$ cat config.mk
export PLATFORM = sky130hd
export DESIGN_NAME = memory_mapper_flat
export DESIGN_NICKNAME = d
export VERILOG_FILES = /design/src/rtl/memory_mapper_if.sv /design/src/rtl/memory_mapper.sv /design/src/flat_wrapper.sv
export SDC_FILE = /design/constraint.sdc
export NUM_CORES = 1
export LEC_CHECK = 0
export ABC_AREA = 1
export BUFFER_PORTS_ARGS = -buffer_cell sky130_fd_sc_hd__buf_4
export CORE_ASPECT_RATIO = 0.5
export CORE_MARGIN = 3
export CORE_UTILIZATION = 49
export CTS_CLUSTER_DIAMETER = 120
export DETAILED_ROUTE_END_ITERATION = 7
export PLACE_DENSITY_LB_ADDON = 0.12
export SLEW_MARGIN = 20
export SYNTH_ARGS = -nofsm -noshare
export SYNTH_HDL_FRONTEND = slang
export SYNTH_SLANG_ARGS = --single-unit
$ cat constraint.sdc
create_clock -name clock -period 2 [get_ports clock]
set_input_delay 0.5 -clock clock [delete_from_list [all_inputs] [get_ports clock]]
set_output_delay 0.5 -clock clock [all_outputs]
set_load 0.005 [all_outputs]
$ cat src/rtl/memory_mapper_if.sv
// Z80-side bus and memory-controller handshake between the CPU glue and the paging unit.
// The mapper uses the slave view; whatever drives the CPU bus and the memory
// controller uses the master view.
interface memory_mapper_if #(
    parameter int AW = 22
);
    logic          ce;
    logic          iorq;
    logic          mreq;
    logic          rd;
    logic          wr;
    logic [15:0]   a;
    logic [7:0]    d;
    logic [7:0]    q;
    logic          waitn;
    logic [AW-1:0] memA;
    logic [7:0]    memD;
    logic [7:0]    memQ;
    logic          memR;
    logic          memW;
    logic          memAck;

    modport slave (
        input  ce, iorq, mreq, rd, wr, a, d, memQ, memAck,
        output q, waitn, memA, memD, memR, memW
    );

    modport master (
        output ce, iorq, mreq, rd, wr, a, d, memQ, memAck,
        input  q, waitn, memA, memD, memR, memW
    );
endinterface

$ cat src/rtl/memory_mapper.sv
// Paging unit plus external-memory sequencer. The 64K CPU space is split into
// SLOTS slots, each mapped through an I/O-written page register. Every CPU memory
// cycle becomes one req/ack transaction, with waitn holding the CPU meanwhile.
// Writes to low ROM pages are swallowed; a lost ack is recovered by a timeout.
module memory_mapper #(
    parameter int         SLOTS     = 4,
    parameter int         PAGE_W    = 8,
    parameter logic [7:0] IO_BASE   = 8'hB0,
    parameter int         ROM_PAGES = 4,
    parameter int         TIMEOUT   = 64
) (
    input  logic           clock,
    input  logic           reset,
    memory_mapper_if.slave bus
);
    localparam int SB = $clog2(SLOTS);
    localparam int OW = 16 - SB;
    localparam int AW = PAGE_W + OW;
    localparam int CW = $clog2(TIMEOUT + 1);
    localparam logic [CW-1:0] CNT_LAST = CW'(TIMEOUT - 1);

    typedef enum logic [1:0] {IDLE = 2'd0, REQ = 2'd1, DONE = 2'd2} state_t;

    state_t            state_q, state_d;
    logic [PAGE_W-1:0] page_q [SLOTS];
    logic [AW-1:0]     memA_q, memA_d;
    logic [7:0]        memD_q, memD_d;
    logic [7:0]        rdata_q, rdata_d;
    logic              memR_q, memR_d;
    logic              memW_q, memW_d;
    logic              waitn_q, waitn_d;
    logic              dir_q, dir_d;      // 1 = write transaction
    logic [CW-1:0]     cnt_q, cnt_d;

    // I/O decode: offset from IO_BASE wraps mod 256, so only the SLOTS ports above it hit.
    logic [7:0]        io_off;
    logic              io_hit;
    logic [SB-1:0]     io_idx;
    logic [SB-1:0]     slot;
    logic [PAGE_W-1:0] cur_page;
    logic              start;

    assign io_off   = bus.a[7:0] - IO_BASE;
    assign io_hit   = int'(io_off) < SLOTS;
    assign io_idx   = io_off[SB-1:0];
    assign slot     = bus.a[15:OW];
    assign cur_page = page_q[slot];
    // Refresh cycles (mreq low with rd and wr high) never start a transaction.
    assign start    = bus.ce && !bus.mreq && (!bus.rd || !bus.wr);

    function automatic logic is_rom(input logic [PAGE_W-1:0] page);
        return int'(page) < ROM_PAGES;
    endfunction

    // Page registers are written from OUT instructions to the slot ports.
    always_ff @(posedge clock) begin
        if (reset) begin
            for (int i = 0; i < SLOTS; i++) page_q[i] <= '0;
        end else if (bus.ce && !bus.iorq && !bus.wr && io_hit) begin
            page_q[io_idx] <= bus.d[PAGE_W-1:0];
        end
    end

    // Sequencer next-state and registered outputs.
    always_comb begin
        state_d = state_q;
        memA_d  = memA_q;
        memD_d  = memD_q;
        rdata_d = rdata_q;
        memR_d  = memR_q;
        memW_d  = memW_q;
        waitn_d = waitn_q;
        dir_d   = dir_q;
        cnt_d   = cnt_q;
        case (state_q)
            IDLE: begin
                if (start) begin
                    memA_d = {cur_page, bus.a[OW-1:0]};
                    memD_d = bus.d;
                    dir_d  = !bus.wr;
                    if (!bus.wr && is_rom(cur_page)) begin
                        state_d = DONE;
                    end else begin
                        memR_d  = bus.wr;
                        memW_d  = !bus.wr;
                        waitn_d = 1'b0;
                        cnt_d   = '0;
                        state_d = REQ;
                    end
                end
            end
            REQ: begin
                cnt_d = cnt_q + CW'(1);
                if (bus.memAck) begin
                    memR_d  = 1'b0;
                    memW_d  = 1'b0;
                    if (!dir_q) rdata_d = bus.memQ;
                    waitn_d = 1'b1;
                    state_d = DONE;
                end else if (cnt_q == CNT_LAST) begin
                    memR_d  = 1'b0;
                    memW_d  = 1'b0;
                    if (!dir_q) rdata_d = 8'hFF;
                    waitn_d = 1'b1;
                    state_d = DONE;
                end
            end
            DONE: begin
                // Hold here until the CPU releases MREQ so each cycle runs once.
                if (bus.ce && bus.mreq) state_d = IDLE;
            end
            default: state_d = IDLE;
        endcase
    end

    // Sequencer state register.
    always_ff @(posedge clock) begin
        if (reset) begin
            state_q <= IDLE;
            memA_q  <= '0;
            memD_q  <= '0;
            rdata_q <= 8'hFF;
            memR_q  <= 1'b0;
            memW_q  <= 1'b0;
            waitn_q <= 1'b1;
            dir_q   <= 1'b0;
            cnt_q   <= '0;
        end else begin
            state_q <= state_d;
            memA_q  <= memA_d;
            memD_q  <= memD_d;
            rdata_q <= rdata_d;
            memR_q  <= memR_d;
            memW_q  <= memW_d;
            waitn_q <= waitn_d;
            dir_q   <= dir_d;
            cnt_q   <= cnt_d;
        end
    end

    assign bus.q     = (!bus.iorq && io_hit) ? 8'(page_q[io_idx]) : rdata_q;
    assign bus.waitn = waitn_q;
    assign bus.memA  = memA_q;
    assign bus.memD  = memD_q;
    assign bus.memR  = memR_q;
    assign bus.memW  = memW_q;
endmodule

$ cat src/flat_wrapper.sv
// flat-port wrapper written by rule: the top's interface ports become plain ports
module memory_mapper_flat 
#(
    parameter int         SLOTS     = 4,
    parameter int         PAGE_W    = 8,
    parameter logic [7:0] IO_BASE   = 8'hB0,
    parameter int         ROM_PAGES = 4,
    parameter int         TIMEOUT   = 64
)
  (clock, reset, bus_ce, bus_iorq, bus_mreq, bus_rd, bus_wr, bus_a, bus_d, bus_memQ, bus_memAck, bus_q, bus_waitn, bus_memA, bus_memD, bus_memR, bus_memW);
  memory_mapper_if #(.AW(22)) bus_i ();
  input  logic clock;
  input  logic reset;
  input wire logic [$bits(bus_i.ce)-1:0] bus_ce;
  input wire logic [$bits(bus_i.iorq)-1:0] bus_iorq;
  input wire logic [$bits(bus_i.mreq)-1:0] bus_mreq;
  input wire logic [$bits(bus_i.rd)-1:0] bus_rd;
  input wire logic [$bits(bus_i.wr)-1:0] bus_wr;
  input wire logic [$bits(bus_i.a)-1:0] bus_a;
  input wire logic [$bits(bus_i.d)-1:0] bus_d;
  input wire logic [$bits(bus_i.memQ)-1:0] bus_memQ;
  input wire logic [$bits(bus_i.memAck)-1:0] bus_memAck;
  output wire logic [$bits(bus_i.q)-1:0] bus_q;
  output wire logic [$bits(bus_i.waitn)-1:0] bus_waitn;
  output wire logic [$bits(bus_i.memA)-1:0] bus_memA;
  output wire logic [$bits(bus_i.memD)-1:0] bus_memD;
  output wire logic [$bits(bus_i.memR)-1:0] bus_memR;
  output wire logic [$bits(bus_i.memW)-1:0] bus_memW;
  assign bus_i.ce = bus_ce;
  assign bus_i.iorq = bus_iorq;
  assign bus_i.mreq = bus_mreq;
  assign bus_i.rd = bus_rd;
  assign bus_i.wr = bus_wr;
  assign bus_i.a = bus_a;
  assign bus_i.d = bus_d;
  assign bus_i.memQ = bus_memQ;
  assign bus_i.memAck = bus_memAck;
  assign bus_q = bus_i.q;
  assign bus_waitn = bus_i.waitn;
  assign bus_memA = bus_i.memA;
  assign bus_memD = bus_i.memD;
  assign bus_memR = bus_i.memR;
  assign bus_memW = bus_i.memW;
  memory_mapper #(.SLOTS(SLOTS), .PAGE_W(PAGE_W), .IO_BASE(IO_BASE), .ROM_PAGES(ROM_PAGES), .TIMEOUT(TIMEOUT)) u_core (.clock(clock), .reset(reset), .bus(bus_i));
endmodule
==> flow_metrics.env <==
export IMPL_finalInstanceArea_sq_um=4950
export IMPL_synth_seq_area_share=0.527
export IMPL_path_buf_inv=3
export IMPL_grt_pass1_vias=3046
export IMPL_multi_input_area_sq_um=1560
export IMPL_root_buffer="clkbuf_16"
export IMPL_clk_latency_ns=0.34
export IMPL_synth_area_leader_cell="dfxtp_1"
export IMPL_slew_headroom=0.729
export IMPL_port_buffers=80
export IMPL_path_cells="buf_4 > nor3b_2 > nand2_1 > nor2_4 > buf_12 > nor2_1 > a31oi_1 > buf_4"
export IMPL_crit_fanout=13
export IMPL_reg2reg_depth=10
export IMPL_end_kind="primary output"
export IMPL_finalHoldViolCount=0
export IMPL_finalWirelength_mm=10.0
export IMPL_finalCritPeriodShare=1.06
export IMPL_hold_depth=3
export IMPL_p_leak_nw=2.13
export IMPL_worst_hold_path_type="in2reg"
export IMPL_die_w_um=130
export IMPL_netlist_area_sq_um=3760
export IMPL_firstDrtPassIters=5
export IMPL_grt_max_degree=37
export IMPL_place_hpwl_mm=7.21
export IMPL_syn_to_final_growth_pct=31.6
export IMPL_drtAntennaViolNets=0
export IMPL_slowest_delay_ns=0.25
export IMPL_worst_slew_pin_slew_ns=0.406
export IMPL_crit_type="in2out"
export IMPL_regArea_sq_um=1980
export IMPL_cts_tree="built"
export IMPL_fmax_mhz=472
export IMPL_hp_start="bus_memQ[3]"
export IMPL_reg2reg_from="u_core.cnt_q[0]$_SDFFE_PP0P_"
export IMPL_ys_ff_latch=83
export IMPL_ir_drop_v=0.000564
export IMPL_rrSetupSlack_ns=0.27
export IMPL_worst_path_most_repeated_cell="buf_4"
export IMPL_grt_pass1_wl_mm=15.6
export IMPL_boundaryPins=81
export IMPL_critPathLaunchType="primary input"
export IMPL_finalClockSkew_ns=0.00427
export IMPL_antennaDiodeCount=0
export IMPL_setup_viol=5
export IMPL_grt_usage=0.239
export IMPL_violations="setup timing"
export IMPL_cellPowerDensity_nw_per_um2=788
export IMPL_start_util=0.534
export IMPL_cp_slowest_cell="a31oi_1"
export IMPL_layout_drive_gt1_share=0.279
export IMPL_critical_path_arrival_ns=1.62
export IMPL_synth_area_per_cell_sq_um=8.32
export IMPL_critPathTopFamily="buffers and inverters"
export IMPL_wl_per_cell_um=15.4
export IMPL_fin_crit_ns=2.12
export IMPL_setup_ws_ns=-0.119
export IMPL_slew_violations=0
export IMPL_drc=0
export IMPL_yosys_area_top_type_share=0.271
export IMPL_die_area_sq_um=8830
export IMPL_synthesis_nets=493
export IMPL_gp_congestion=0.897
export IMPL_r2r_end="u_core.rdata_q[5]$_SDFFE_PP1P_"
export IMPL_rows=21
export IMPL_h_tree_depth=3
export IMPL_numCtsBuffers=9
export IMPL_clockBufferDepth=2
export IMPL_synth_cells=452
export IMPL_core_area_sq_um=7040
export IMPL_dp_slack_ns=-0.0879
export IMPL_max_cap_violations=0
export IMPL_placed_area_sq_um=4640
export IMPL_fillCellCount=590
export IMPL_min_to="u_core.rdata_q[3]$_SDFFE_PP1P_"
export IMPL_antenna_found_initial=0
export IMPL_fp_dieH_um=68.0
export IMPL_fin_nets=595
export IMPL_cts_sinks=83
export IMPL_required_ns=1.50
export IMPL_rsz0062_at_grt="true"
export IMPL_avgViaCountPerCell=5.40
export IMPL_ys_top_cells_by_area="dfxtp_1, edfxtp_1, nand2_1"
export IMPL_yosys_warnings=0
export IMPL_drtIter0Drc=479
export IMPL_outcome="finished, violations left"
export IMPL_synthDistinctLibCells=31
export IMPL_clk_pin_slew_worst_paths_ns=0.06
export IMPL_vias=3516
export IMPL_globalRouteOverflowTotal=0
cell usage in the layout (no fill, tap or decap), types with 5 or more instances in the layout:
master     synthesis  routed
a22oi_1            8       8
buf_4              1     103
nor2_4             5       5
inv_2              5       5
dfxtp_1           51      51
o21ai_0           41      39
nand3_1           39      39
edfxtp_1          32      32
inv_1             26      26
a21oi_1           41      41
nand2_1           90      89
nor2_1            59      58
a31oi_1           10      10
clkbuf_16          0       9
per-layer routing:
metal  track usage  share of wire
met3        0.0694          0.093
met1         0.332           0.45
met2         0.363           0.44
met4        0.0751          0.021
met5             0              0
cell usage after synthesis:
cell	count
edfxtp_1	32
nand4_1	2
nor2_2	3
nand3_2	1
o21ai_1	1
nor3_1	2
a21oi_2	2
inv_2	5
ha_1	1
inv_1	26
nand2_1	90
clkinv_1	1
a22oi_1	8
clkbuf_1	9
buf_6	2
o21ai_0	41
dfxtp_1	51
buf_4	1
a21oi_1	41
buf_2	7
a31oi_1	10
nand2_2	2
nor3b_2	1
nor2_4	5
nor3_2	1
nand3_4	3
nor2_1	59
or2_2	4
nand2_4	1
nand3_1	39
inv_4	1
worst max-delay path by stage:
| stage | startpoint | to | slack, ns | cells after the start |
|---|---|---|---|---|
| after floorplan | bus_a[5] | u_core.page_q[1][0]$_SDFFCE_PN0P_ | 0.09 | 8 |
| after global placement | bus_a[5] | bus_q[5] | -0.06 | 10 |
| after detailed placement | bus_a[5] | u_core.page_q[1][0]$_SDFFCE_PN0P_ | -0.09 | 11 |
| after CTS | bus_a[5] | bus_q[1] | -0.05 | 9 |
| after global routing | bus_a[6] | bus_q[7] | -0.15 | 8 |
| final | bus_a[6] | bus_q[1] | -0.12 | 8 |
flip-flops by register name (all words and copies together), names as in the netlist:
signal	cells
u_core.state_q	2
u_core.bus.memW	1
u_core.dir_q	1
u_core.rdata_q	8
u_core.page_q	32
u_core.cnt_q	7
u_core.bus.memD	8
u_core.bus.memA	22
u_core.bus.waitn	1
u_core.bus.memR	1
power breakdown:
part	leakage (nW)	switching [mW]	internal [mW]	total [mW]
clock network	0.129	0.677	0.872	1.55
registers	0.720	0.0513	1.84	1.89
logic	1.28	0.253	0.212	0.465
timing repair:
action,4_1_cts,5_1_grt
hold buffers,0,0
setup buffers,2,0
setup endpoints to repair,5,8
pin swaps,0,0
resized for setup,2,4
final cells by class:
cell class	count	area share
clock buffers	10	0.0483
multi-input cells	317	0.315
inverters	33	0.0255
repair buffers	110	0.179
clock inverters	6	0.00809
flip-flops and latches	83	0.401
well taps	92	0.0233
worst reg2reg max path, cell delays in order (launching register included):
cell and delay, ns:
dfxtp_1 0.37, ha_1 0.17, nand2_1 0.10, nor3_2 0.22, nand2_1 0.09, nand2_1 0.06, nand2_1 0.12, nor2_4 0.22
inv_2 0.11, nand2_1 0.08, nand3_1 0.06
stage by stage:
step	utilization	total power [mW]	cells	hold WS, ns	setup TNS, ns
CTS	0.701	3.92	651	0.388	-0.175
floorplan	-	2.14	452	0.430	0
finish	0.703	3.90	651	0.393	-0.312
global route	0.703	4.06	651	0.387	-0.746
detailed placement	0.659	2.38	633	0.448	-1.97
global placement	0.659	2.38	633	0.445	-0.959
logic make-up (layout without fill, tap and decap cells):
kind of cell | count (synthesis) | in the layout | share of synthesized area
buf+inv | 52 | 159 | 0.0599
fa+ha+maj | 1 | 1 | 0.00333
simple gates | 213 | 213 | 0.262
flops | 83 | 83 | 0.527
compound gates | 103 | 103 | 0.148
Note: power is estimated with default switching activity, not from simulation.
